`config.mk`:
```
export PLATFORM = sky130hd
export DESIGN_NAME = cyclic_15_7_serial_encoder
export DESIGN_NICKNAME = d
export VERILOG_FILES = /design/src/rtl/cyclic_15_7_serial_encoder.sv
export SDC_FILE = /design/constraint.sdc
export NUM_CORES = 1
export LEC_CHECK = 0
export CAP_MARGIN = 20
export CORE_MARGIN = 10
export CORE_UTILIZATION = 49
export DETAILED_ROUTE_END_ITERATION = 10
export GPL_TIMING_DRIVEN = 0
export HOLD_SLACK_MARGIN = 0.15
export PLACE_DENSITY = 0.75
export SLEW_MARGIN = 20
export SYNTH_ARGS = -nofsm -noshare
export SYNTH_HDL_FRONTEND = slang
export SYNTH_SLANG_ARGS = --single-unit
```
`constraint.sdc`:
```
create_clock -name clk -period 1.7 [get_ports clk]
set_input_delay 0.34 -clock clk [delete_from_list [all_inputs] [get_ports clk]]
set_output_delay 0.34 -clock clk [all_outputs]
set_load 0.03 [all_outputs]
```
`src/rtl/cyclic_15_7_serial_encoder.sv`:
```
// Serial systematic encoder for the (15,7) cyclic code with g(x)=1+x^4+x^6+x^7+x^8.
// Message bits stream through unchanged, then the 8 parity bits are shifted out of the division LFSR.
module cyclic_15_7_serial_encoder (
  input  logic        clk,
  input  logic        reset,
  input  logic        load,
  input  logic        message_bit,
  output logic        code_bit,
  output logic        code_valid,
  output logic        busy,
  output logic        codeword_done,
  output logic [0:14] codeword
);

  localparam int unsigned N     = 15;
  localparam int unsigned K     = 7;
  localparam int unsigned P     = N - K;
  localparam int unsigned CNT_W = 4;

  // Bit i holds the coefficient of x^i; the x^8 term is implicit in the shift.
  localparam logic [P:0] GEN_POLY = 9'b1_1101_0001;

  localparam logic [CNT_W-1:0] MSG_LAST = CNT_W'(K - 1);
  localparam logic [CNT_W-1:0] PAR_LAST = CNT_W'(N - 1);

  localparam logic [1:0] S_IDLE   = 2'd0;
  localparam logic [1:0] S_MSG    = 2'd1;
  localparam logic [1:0] S_PARITY = 2'd2;

  logic [1:0]       state_q, state_d;
  logic [CNT_W-1:0] cnt_q, cnt_d;
  logic [P-1:0]     lfsr_q, lfsr_d;
  logic [N-2:0]     sent_q, sent_d;
  logic             code_bit_q, code_bit_d;
  logic             code_valid_q, code_valid_d;
  logic             busy_q, busy_d;
  logic             done_q, done_d;
  logic [0:N-1]     codeword_q, codeword_d;

  logic [P-1:0]     lfsr_msg_step;
  logic [P-1:0]     lfsr_par_step;
  logic             fb;

  // Division step: feedback taps follow the low coefficients of g(x).
  always_comb begin
    fb            = message_bit ^ lfsr_q[P-1];
    lfsr_msg_step = {lfsr_q[P-2:0], 1'b0} ^ (fb ? GEN_POLY[P-1:0] : '0);
    lfsr_par_step = {lfsr_q[P-2:0], 1'b0};
  end

  always_comb begin
    state_d      = state_q;
    cnt_d        = cnt_q;
    lfsr_d       = lfsr_q;
    sent_d       = sent_q;
    code_bit_d   = 1'b0;
    code_valid_d = 1'b0;
    done_d       = 1'b0;
    codeword_d   = codeword_q;

    case (state_q)
      S_IDLE: begin
        if (load) begin
          lfsr_d       = lfsr_msg_step;
          code_bit_d   = message_bit;
          code_valid_d = 1'b1;
          sent_d       = {(N-2)'(0), message_bit};
          cnt_d        = CNT_W'(1);
          state_d      = S_MSG;
        end
      end

      S_MSG: begin
        if (load) begin
          lfsr_d       = lfsr_msg_step;
          code_bit_d   = message_bit;
          code_valid_d = 1'b1;
          sent_d       = {sent_q[N-3:0], message_bit};
          cnt_d        = cnt_q + CNT_W'(1);
          if (cnt_q == MSG_LAST) begin
            state_d = S_PARITY;
          end
        end else begin
          // Short message: drop it without touching the published codeword.
          lfsr_d  = '0;
          cnt_d   = '0;
          state_d = S_IDLE;
        end
      end

      S_PARITY: begin
        code_bit_d   = lfsr_q[P-1];
        code_valid_d = 1'b1;
        lfsr_d       = lfsr_par_step;
        sent_d       = {sent_q[N-3:0], lfsr_q[P-1]};
        cnt_d        = cnt_q + CNT_W'(1);
        if (cnt_q == PAR_LAST) begin
          done_d     = 1'b1;
          codeword_d = {sent_q, lfsr_q[P-1]};
          lfsr_d     = '0;
          cnt_d      = '0;
          state_d    = S_IDLE;
        end
      end

      default: begin
        lfsr_d  = '0;
        cnt_d   = '0;
        state_d = S_IDLE;
      end
    endcase

    busy_d = (state_d != S_IDLE);
  end

  always_ff @(posedge clk or posedge reset) begin
    if (reset) begin
      state_q      <= S_IDLE;
      cnt_q        <= '0;
      lfsr_q       <= '0;
      sent_q       <= '0;
      code_bit_q   <= 1'b0;
      code_valid_q <= 1'b0;
      busy_q       <= 1'b0;
      done_q       <= 1'b0;
      codeword_q   <= '0;
    end else begin
      state_q      <= state_d;
      cnt_q        <= cnt_d;
      lfsr_q       <= lfsr_d;
      sent_q       <= sent_d;
      code_bit_q   <= code_bit_d;
      code_valid_q <= code_valid_d;
      busy_q       <= busy_d;
      done_q       <= done_d;
      codeword_q   <= codeword_d;
    end
  end

  assign code_bit      = code_bit_q;
  assign code_valid    = code_valid_q;
  assign busy          = busy_q;
  assign codeword_done = done_q;
  assign codeword      = codeword_q;

endmodule
```
==> metrics, run 1 <==
Max-cap violations=0; Remaining Overflow, GRT=0; Yosys cell types=33; Max FO, Critical Path=4; fmax=584.6 MHz; Die W=83.34 um; Slew headroom=71.03%; Yosys reg bits=47; clk_lat worst skew=0.30 ns; core footprint=0.003771 mm2; first-pass GRT wire length=6975 um; Post-Synth Simple-Gate Area=16.17%; PD cells=1175 mW/mm2; commonest non-fill, non-tap cells in the layout=nand2_1 (54), dfrtp_1 (46), a22o_1 (19); antenna viol nets, final=0; failing checks=negative setup slack; largest net degree at the start of global routing=33; CP Capture Type=flop; # diodes=0; Seq/Total Area, Yosys=59.83%; top_reg_cell synth=dfrtp_1; Clock Path Buffers=2; routed vias/inst=5.476; Adder-Cell Fraction of Synth Area=3.819%; Post-Syn Area=0.001966 mm2; initial DRC count=86; RSZ-0062 raised after global routing=yes; Compound-Gate Fraction of Synth Area=17.12%; mux cell area share after synthesis=0%; total number of vias=1484; fill count=261; final hold violation count=0; Final Core Density=68.58%; mean routed wirelength per cell=15.76 um; Port Buffers=22; worst setup margin=-0.01051 ns; DRC=0; H-tree lvl count=2; Synth Area in XOR/XNOR=0.4456%; Max Transition Viols Final=0; die area=0.006945 mm2; Post-CTS Hold Fix Bufs=0; share of layout cells above drive strength 1=20.63%; worst min path class=in -> async; WP data required=1.94 ns; drt first pass iters=4; Worst-Margin Slew=0.4346 ns; Post-Syn Nets=192; main combinational cell family by area after synthesis=compound AO/OA/AOI/OAI gates; Leakage=0.001507 uW; Synth top area share=59.83%; post-synthesis cell count=182; Tmin final=1.711 ns; EDFF count, synth=0; Syn. warnings=0; sequential cell area=0.001177 mm2; clock-pin slew on the worst setup and hold paths=0.09 ns; Ports=23; biggest area consumer among synthesized cells=dfrtp_1; initial antenna violation count=0; multi-input logic area=822.0 um2; Starting Density=52.12%; most common cell after layout, fill and taps aside=nand2_1; RD Place Congestion=0.8427; Clock Skew=0.009457 ns; outcome=complete, but fails checks; CTS tree=done; Final #Nets=232; # rows=22; fin crit share=100.6%; pre-CTS setup slack=-0.3622 ns; Final setup viols=2; total track usage=11.83%; CP startpoint kind=flop; Routed WL=4272 um; ys async rst share=100.0%; syn_area_per_cell=10.80 um2; Worst EP arrival=1.95 ns; critical path class=reg -> reg; Peak VDD IR=0.7303 mV; area growth from synthesis to layout=31.57%; clock sinks=47; CTS Root Cell=clkbuf_8; TritonCTS Buffers=5; vias in the first global route=1465; Chip Height=83.34 um; largest cells by area after synthesis=dfrtp_1 (60%), nand2_1 (10%), a22o_1 (8.5%); HPWL after DPL=2840 um
==> flip-flops by register name (all words and copies together), names as in the netlist, 2 cells and up <==
| name | flops |
|---|---|
| codeword | 15 |
| sent_q | 14 |
| lfsr_q | 8 |
| cnt_q | 4 |
| state_q | 2 |
==> routing by layer <==
| metal | vias to the layer above | wire length [um] | part of all wire (%) | GRT usage (%) |
|---|---|---|---|---|
| li1 | 710 | - | - | - |
| met1 | 738 | 1865 | 44 | 14.72 |
| met2 | 29 | 2116 | 50 | 18.09 |
| met3 | 7 | 236 | 5.5 | 4.199 |
| met4 | 0 | 54 | 1.3 | 4.923 |
| met5 | - | 0 | 0 | 0 |
==> logic make-up (layout without fill, tap and decap cells) <==
family                     after synthesis  after routing
buffers and inverters                   13             54
DFF                                     47             47
adders and majority gates                6              6
AOI/OAI and AO/OA                       40             40
xor gates and xnor gates                 1              1
and+or+nand+nor                         75             75
==> critical path: stages (launching register included) <==
cell and delay [ns]:
dfrtp_1 0.43, inv_2 0.11, ha_4 0.16, and2_4 0.16, or3b_4 0.37, a221oi_2 0.28, or2_1 0.14
==> per-stage QoR <==
step           cells  total power, uW  cell area (um2)  TNS [ns]  hold WS [ns]
2_1_floorplan    182             1845             1966         0        0.4391
3_3_place_gp     252             1980             2246    -32.45        0.4575
3_5_place_dp     253             2030             2266    -9.278        0.4620
4_1_cts          264             2883             2421         0        0.3267
5_1_grt          271             3193             2586   -0.5865        0.3289
6_report         271             3038             2586  -0.01928        0.3219
==> timing repair <==
action,in CTS,in global routing
pin swaps,1,6
setup endpoints to repair,38,48
setup buffers,3,7
gates resized for setup,12,38
==> final timing paths <==
kind / from / end / slack, ns / cells past startpoint
worst max-delay path: state_q[1] / busy / -0.01 / 6
worst min-delay path: reset / codeword[11] / 0.32 / 2
worst min register to register: codeword[3] / codeword[3] / 0.47 / 2
max in group asynchronous: reset / state_q[0] / 0.88 / 3
min in group clk: codeword[3] / codeword[3] / 0.47 / 2
worst max register to register: state_q[1] / busy / -0.01 / 6
==> cell type report <==
class | instances | share of cell area, %
flip-flops and latches | 47 | 45.52
multi-input cells | 122 | 31.79
repair buffers | 33 | 13.45
clock buffers | 5 | 2.661
well taps | 48 | 2.322
clock inverters | 3 | 1.838
plain buffers | 6 | 1.403
inverters | 7 | 1.016
==> synth_stat cells (all sizes together) (2+ instances only) <==
library cell / n
a211oi: 2
a21oi: 2
a221o: 3
a22o: 19
a32oi: 2
buf: 2
clkbuf: 4
dfrtp: 47
ha: 6
inv: 7
nand2: 54
nand2b: 2
nand3: 2
nor2: 8
nor2b: 2
o21ai: 4
o31ai: 2
or3b: 2
==> where the power goes <==
group / total (uW) / switching [uW] / internal, uW
clock network: 836 / 390 / 446
logic: 807 / 424 / 383
registers: 1390 / 129 / 1270
total: 3040 / 944 / 2090
No activity file was read; power rests on OpenSTA's default activity.
==> inputs of run 2 (changes only) <==
Settings changed: MAX_ROUTING_LAYER set to met4.
==> run 2 against run 1 <==
Net effect:
- clock skew is essentially flat
- hold slack gained 0.0013 ns
- largest power group unchanged
- sequential power about the same
- register-to-register slack barely moved
- first-iteration DRC count fell by 7.0%
- critical path depth unchanged
- non-clock buffer count unchanged
- the flow still finishes with violations (negative setup slack)
- critical endpoint unchanged
- critical path type unchanged
- sequential cell count unchanged
==> metrics, run 2 (synthesis gave the netlist of run 1 again) <==
outcome=complete, but fails checks (unchanged); failing checks=negative setup slack (unchanged); Final Core Density=68.58% (unchanged); reg2reg start=state_q[1] (unchanged); max incr delay on CP=0.43 ns (about the same); Die W=83.34 um (unchanged); Tmin final=1.712 ns (was 1.711 ns); initial antenna violation count=0 (unchanged); Crit-path slowest cell=dfrtp_1 (unchanged); Max-cap violations=0 (unchanged); clk_lat worst skew=0.30 ns (about the same); clock sinks=47 (unchanged); critical path class=reg -> reg (unchanged); commonest non-fill, non-tap cells in the layout=nand2_1 (54), dfrtp_1 (46), a22o_1 (19) (unchanged); Port Buffers=22 (unchanged); Worst R2R Setup Slack=-0.01 ns (about the same); CTS Root Cell=clkbuf_8 (unchanged); core footprint=0.003771 mm2 (unchanged); RSZ-0062 raised after global routing=yes (unchanged); PD cells=1172 mW/mm2 (was 1175 mW/mm2); mean routed wirelength per cell=15.73 um (was 15.76 um); share of layout cells above drive strength 1=20.63% (unchanged); Peak VDD IR=0.7300 mV (was 0.7303 mV); Ports=23 (unchanged); number of buffers and inverters on the critical path=1 (unchanged); Slew headroom=71.65% (was 71.03%); CP startpoint kind=flop (unchanged); placed cell area=0.002266 mm2 (unchanged); Routed WL=4263 um (was 4272 um); worst min path class=in -> async (unchanged); # diodes=0 (unchanged); final hold slack=0.3231 ns (was 0.3219 ns); Final setup viols=2 (unchanged); antenna viol nets, final=0 (unchanged); total track usage=12.14% (was 11.83%); worst setup path start=state_q[1] (unchanged); Max FO, Critical Path=4 (unchanged); first-pass GRT wire length=6962 um (was 6975 um); Worst-Margin Slew=0.4252 ns (was 0.4346 ns); Tot Pwr=3032 uW (was 3038 uW); final hold violation count=0 (unchanged); Leakage=0.001507 uW (unchanged); R2R depth=6 (unchanged); Clock Path Buffers=2 (unchanged); CTS tree=done (unchanged); largest net degree at the start of global routing=33 (unchanged); clock-pin slew on the worst setup and hold paths=0.09 ns (about the same); cell family with most CP delay=simple AND/OR/NAND/NOR gates (unchanged); fin crit share=100.7% (was 100.6%); number of flip-flops under the largest register name=15 (unchanged); drt first pass iters=4 (unchanged); CP Capture Type=flop (unchanged); Layout Cell Area excl Fill=0.002586 mm2 (unchanged); fmax=584.2 MHz (was 584.6 MHz); Worst EP arrival=1.95 ns (about the same); Remaining Overflow, GRT=0 (unchanged); Starting Density=52.12% (unchanged); TritonCTS Buffers=5 (unchanged); initial DRC count=80 (was 86); HPWL after DPL=2840 um (unchanged); routed vias/inst=5.465 (was 5.476); WP data required=1.94 ns (about the same); RD Place Congestion=0.8558 (was 0.8427); vias in the first global route=1472 (was 1465); Final #Nets=232 (unchanged); DRC=0 (unchanged); area growth from synthesis to layout=31.57% (unchanged); critical path depth=6 (unchanged); die area=0.006945 mm2 (unchanged); # rows=22 (unchanged); r2r endpoint=busy (unchanged); Chip Height=83.34 um (unchanged); Clock Skew=0.009667 ns (was 0.009457 ns); total number of vias=1481 (was 1484); most common cell after layout, fill and taps aside=nand2_1 (unchanged); worst-path cell chain=inv_2 > ha_4 > and2_4 > or3b_4 > a221oi_2 > or2_1 (unchanged); Max Transition Viols Final=0 (unchanged); H-tree lvl count=2 (unchanged); worst setup margin=-0.01162 ns (was -0.01051 ns)
==> run 2: cell counts in the layout (fill, tap and decap cells not counted) <==
No cell type changed its count.
==> run 2: layout make-up <==
| class | instances | area, um2 |
|---|---|---|
| fillers | 261 | 1185 |
| flip-flops and latches | 47 | 1177 |
| multi-input cells | 122 | 822.0 |
| repair buffers | 33 | 347.8 |
| clock buffers | 5 | 68.82 |
| well taps | 48 | 60.06 |
| clock inverters | 3 | 47.55 |
| plain buffers | 6 | 36.28 |
| inverters | 7 | 26.28 |
==> run 2: how the worst max path moves through the flow <==
stage          slack (ns)          to
4_1_cts             0.005        busy
3_3_place_gp        -0.53  state_q[1]
6_report            -0.01        busy
2_1_floorplan        0.07        busy
3_5_place_dp        -0.36   sent_q[2]
5_1_grt             -0.11   lfsr_q[4]
==> run 2: what timing repair did <==
item / CTS / global route
hold buffers: 0 / 0
setup endpoints to repair: 38 / 48
resized for setup: 12 / 38
cloned: 0 / 0
pin swaps: 1 / 6
endpoints found under the hold margin: 0 / 0
buffers inserted: 3 / 7
==> run 2: through the flow <==
| step | TNS [ns] | setup WS [ns] | std cells |
|---|---|---|---|
| global route | -0.5863 | -0.1133 | 271 |
| global placement | -32.45 | -0.5292 | 252 |
| CTS | 0 | 0.004909 | 264 |
| floorplan | 0 | 0.06765 | 182 |
| finish | -0.01937 | -0.01162 | 271 |
| detailed placement | -9.278 | -0.3622 | 253 |
==> run 2: per-layer routing <==
layer / wire [um] / up-vias / share of wire (%) / global-route usage, %
met5: 0 / - / 0 / -
met4: 47 / 0 / 1.1 / 4.923
met3: 207 / 5 / 4.9 / 4.004
met2: 2120 / 25 / 50 / 18.16
met1: 1888 / 740 / 44 / 14.72
li1: - / 711 / - / -
==> run 2: report_power, final <==
group	total (uW)	leakage, uW	internal, uW	switching (uW)
logic	806	0.000810	382	424
clock network	832	0.0000587	446	386
registers	1390	0.000638	1270	129
